<file path="config.mk">
export PLATFORM = sky130hd
export DESIGN_NAME = perf_cnt_readout
export DESIGN_NICKNAME = d
export VERILOG_FILES = /design/src/rtl/perf_cnt_readout.sv
export SDC_FILE = /design/constraint.sdc
export NUM_CORES = 1
export LEC_CHECK = 0
export CORE_MARGIN = 2
export CORE_UTILIZATION = 46
export DETAILED_ROUTE_END_ITERATION = 12
export GPL_ROUTABILITY_DRIVEN = 0
export GPL_TIMING_DRIVEN = 0
export PLACE_DENSITY = 0.59
export SLEW_MARGIN = 20
export SYNTH_ARGS = -nofsm -noshare
export SYNTH_HDL_FRONTEND = slang
export SYNTH_SLANG_ARGS = --single-unit
</file>
<file path="constraint.sdc">
create_clock -name clk -period 9.8 [get_ports clk]
set_clock_uncertainty 0.15 [all_clocks]
set_input_delay 2.45 -clock clk [delete_from_list [all_inputs] [get_ports clk]]
set_output_delay 2.45 -clock clk [all_outputs]
set_load 0.01 [all_outputs]
</file>
<file path="src/rtl/perf_cnt_readout.sv">
// Cache hit/miss, stall and cycle counters with an atomic snapshot that is
// streamed out as six zero-extended 32-bit words over a valid/ready port.
module perf_cnt_readout #(
  parameter int CNT_W    = 32,
  parameter bit SATURATE = 1'b1
) (
  input  logic        clk,
  input  logic        rst,
  input  logic        i_hit,
  input  logic        i_miss,
  input  logic        d_hit,
  input  logic        d_miss,
  input  logic        stallF,
  input  logic        rd_req,
  input  logic        clr_req,
  output logic        busy,
  output logic        out_valid,
  input  logic        out_ready,
  output logic [31:0] out_data,
  output logic [2:0]  out_idx,
  output logic        out_last
);

  localparam int             NCNT     = 6;
  localparam logic [2:0]     LAST_IDX = 3'd5;
  localparam logic [CNT_W-1:0] ONE    = CNT_W'(1);

  typedef enum logic {
    IDLE,
    SEND
  } state_t;

  state_t           state_q, state_d;
  logic [2:0]       idx_q, idx_d;
  logic [CNT_W-1:0] cnt_q    [NCNT];
  logic [CNT_W-1:0] cnt_d    [NCNT];
  logic [CNT_W-1:0] shadow_q [NCNT];
  logic [CNT_W-1:0] shadow_d [NCNT];
  logic [NCNT-1:0]  inc;
  logic             snap;

  // Hit/miss pairs are only meaningful while fetch is not stalled.
  always_comb begin
    inc[0] = !stallF & i_hit  & d_hit;
    inc[1] = !stallF & i_hit  & d_miss;
    inc[2] = !stallF & i_miss & d_hit;
    inc[3] = !stallF & i_miss & d_miss;
    inc[4] = stallF;
    inc[5] = 1'b1;
  end

  // NOTE: every combinational output gets a default before any branch, so no
  // path leaves a value unassigned and no latch is inferred.
  always_comb begin
    for (int k = 0; k < NCNT; k++) begin
      cnt_d[k] = cnt_q[k];
      if (clr_req) begin
        cnt_d[k] = '0;
      end else if (inc[k]) begin
        if (cnt_q[k] == '1) cnt_d[k] = SATURATE ? cnt_q[k] : '0;
        else                cnt_d[k] = cnt_q[k] + ONE;
      end
    end
  end

  always_comb begin
    state_d = state_q;
    idx_d   = idx_q;
    snap    = 1'b0;
    case (state_q)
      IDLE: begin
        if (rd_req) begin
          snap    = 1'b1;
          state_d = SEND;
          idx_d   = '0;
        end
      end
      SEND: begin
        if (out_ready) begin
          if (idx_q == LAST_IDX) begin
            state_d = IDLE;
            idx_d   = '0;
          end else begin
            idx_d = idx_q + 3'd1;
          end
        end
      end
      default: state_d = IDLE;
    endcase
  end

  // Snapshot takes the pre-edge live values, so this edge's events and any
  // same-edge clear are excluded from the streamed words.
  always_comb begin
    for (int k = 0; k < NCNT; k++) begin
      shadow_d[k] = snap ? cnt_q[k] : shadow_q[k];
    end
  end

  // NOTE: sequential state uses non-blocking assignments so every register
  // samples the pre-edge values regardless of statement order.
  always_ff @(posedge clk) begin
    if (rst) begin
      state_q <= IDLE;
      idx_q   <= '0;
      // NOTE: the shadow bank is a small register file that must read as zero
      // after reset, so it is reset along with the live counters.
      for (int k = 0; k < NCNT; k++) begin
        cnt_q[k]    <= '0;
        shadow_q[k] <= '0;
      end
    end else begin
      state_q <= state_d;
      idx_q   <= idx_d;
      for (int k = 0; k < NCNT; k++) begin
        cnt_q[k]    <= cnt_d[k];
        shadow_q[k] <= shadow_d[k];
      end
    end
  end

  assign busy      = (state_q == SEND);
  assign out_valid = (state_q == SEND);
  assign out_idx   = idx_q;
  assign out_last  = (state_q == SEND) && (idx_q == LAST_IDX);
  assign out_data  = (state_q == SEND) ? 32'(shadow_q[idx_q]) : 32'd0;

endmodule

</file>
==> impl_metrics.tcl <==
set metrics [dict create \
    die_area_sq_um 42140 \
    ant_nets 0 \
    areaGrowthSynthToFinish_pct 14.30 \
    drc 0 \
    num_vias 15094 \
    p_leak_nw 6.787 \
    worst_pin_slew_ps 1205 \
    dp_slack_ps 3071 \
    yosysMostFrequentCell "dfxtp_1" \
    antenna_cells 0 \
    required_ps 10060 \
    fmax_mhz 161.5 \
    fin_ws_ps 3607 \
    synth_cell_types 67 \
    worstPathArrival_ps 6450 \
    cts_tree "built" \
    synth-async-reset-ratio_pct 0 \
    syn_area_sq_um 18640 \
    end_kind "flip-flop" \
    ys_seq_area_share_pct 52.32 \
    crit_slowest_cell "clkbuf_1" \
    rsz0062_at_grt "false" \
    synth_edf_count 192 \
    hp-class "reg -> reg" \
    fin_tns_setup_ps 0 \
    grt_pass1_wl_um 87180 \
    yosys-top-cells-count "dfxtp_1 (199), edfxtp_1 (192), and2_1 (176), a21oi_1 (123), nand2_1 (113)" \
    wl_um 58290 \
    hold_buffers 0 \
    grt_overflow_total 0 \
    max-vdd-ir-drop_uv 125.2 \
    numPortBuffers 46 \
    setup_viol 0 \
    place_hpwl_um 42520 \
    cts_root_buffer "clkbuf_16" \
    cp_slowest_stage_delay_ps 850 \
    drt-pass1-iter-count 7 \
    synth_ff_type "dfxtp_1" \
    die_h_um 205.3 \
    power.density_nw_per_um2 172.3 \
    synth_area_leaders "edfxtp_1 (31%), dfxtp_1 (21%), and2_1 (5.9%)" \
    crit_fanout 10 \
    via_per_inst 6.146 \
    start_util_pct 46.80 \
    cts_buffers 43 \
    cap_violations 0 \
    path_clk_slew_ps 60 \
    insertion_delay_ps 580 \
    synth_cells 1803 \
    slew-limit-headroom_pct 19.69 \
    crit_chain "clkdlybuf4s50_1 > or2_2 > clkbuf_1 > clkbuf_1 > clkbuf_1 > clkbuf_1 > a21oi_1" \
    ys_warn_count 0 \
    syn_avg_cell_area_sq_um 10.34 \
    core_area_sq_um 39820 \
    finalCriticalPeriod_ps 6193 \
    drv_slew 0 \
    final-hold-violation-count 0 \
    grt_pass1_vias 13672 \
    wl_per_cell_um 23.73 \
    cpMostUsedCell "clkbuf_1" \
    h-tree-depth 2 \
    drive_above_1_share_pct 7.716 \
    track_usage_pct 28.01 \
    synth_fp_nets 1819 \
    yosys.area.top_type_share_pct 30.94 \
    ios 48 \
    grt_max_degree 58 \
    cts_sinks 391 \
    final_nets 1913 \
    post-route-period-util_pct 63.19 \
    die_w_um 205.3 \
    worst-setup-path-type "in -> reg" \
    antenna_found_initial 1 \
    ys_seq_elements 391 \
    post_cts_buffers 0 \
    drtIter0Drc 1680 \
    rows 73 \
    start_kind "primary input" \
    status "finished, final reports clean" \
    cts.path.max_buffers 3 \
    yosysTopAreaCell "edfxtp_1" \
    cts_resized 0 \
    utilization_pct 53.49 \
]
-- worst max-delay path, delay by kind of cell --
kind / cells / cell delay [ps]
buffers and inverters: 5 / 3700
and+or+nand+nor: 1 / 170
AOI/OAI and AO/OA: 1 / 100
-- worst paths after layout --
path | slack (ps) | to | depth (start not counted) | start
min | 330 | cnt_q[5][27]$_SDFFE_PP0P_ | 2 | cnt_q[5][27]$_SDFFE_PP0P_
min reg2reg | 330 | cnt_q[5][27]$_SDFFE_PP0P_ | 2 | cnt_q[5][27]$_SDFFE_PP0P_
max reg2reg | 6380 | shadow_q[4][4]$_SDFFCE_PN0P_ | 6 | busy$_SDFF_PP0_
max | 3610 | cnt_q[5][13]$_SDFFE_PP0P_ | 7 | clr_req
-- sequential cells by signal, indices dropped and copies added (netlist names), named ones only --
signal / flops
busy: 1
cnt_q: 192
out_idx: 3
shadow_q: 192
-- placed cells by master (no fill, tap or decap), types with 42 or more instances in the layout --
cell               n
or4_1             57
clkbuf_16         45
dfxtp_1          199
a21oi_1          123
clkbuf_1          79
edfxtp_1         192
nor3_1            42
nor2_1           106
nand3_1           77
or3_1             80
a211oi_1          43
o31ai_1           45
nand4_1           64
mux2i_1           48
nand2_1          113
clkdlybuf4s50_1   46
and2_1           176
o21ai_0           64
-- through the flow --
stage,total power [W],area [sq um],cells,hold slack (ps)
6_report,0.003669,21300,2456,326.6
5_1_grt,0.003768,21300,2456,360.0
4_1_cts,0.003688,21300,2456,326.2
3_5_place_dp,0.002001,19830,2377,318.4
3_3_place_gp,0.002012,19750,2374,313.1
2_1_floorplan,0.001910,18640,1803,297.6
-- cells by family (layout without fill, tap and decap cells) --
group | count (synthesis) | after routing | share of synthesized area (%)
fa+ha+maj | 6 | 6 | 0.4028
flops | 391 | 391 | 52.32
mux | 80 | 80 | 6.446
simple gates | 818 | 818 | 24.80
compound gates | 346 | 346 | 11.74
xor+xnor | 31 | 31 | 1.457
buf+inv | 131 | 259 | 2.840
-- cell type report --
type | count | area, sq um
multi-input combinational | 1281 | 8364
tap | 525 | 656.9
sequential | 391 | 9749
inverter | 29 | 108.9
fill | 3609 | 18520
clock inverter | 22 | 241.5
buffer | 102 | 420.4
timing repair buffer | 49 | 528.0
clock buffer | 57 | 1231
-- routing by layer --
metal  up-vias  track usage [%]  part of all wire, %
met1      7394            42.06                   46
met4         0            8.376                  2.9
met3        81            4.561                  7.7
met2       579            41.42                   43
li1       7040                -                    -
met5         -                0                    0
-- power breakdown --
group	internal, W	total, W	switching [W]
combinational	0.0000589	0.000185	0.000126
sequential	0.00176	0.00179	0.0000287
clock	0.00102	0.00170	0.000683
Power figures use the tool's default switching activity.
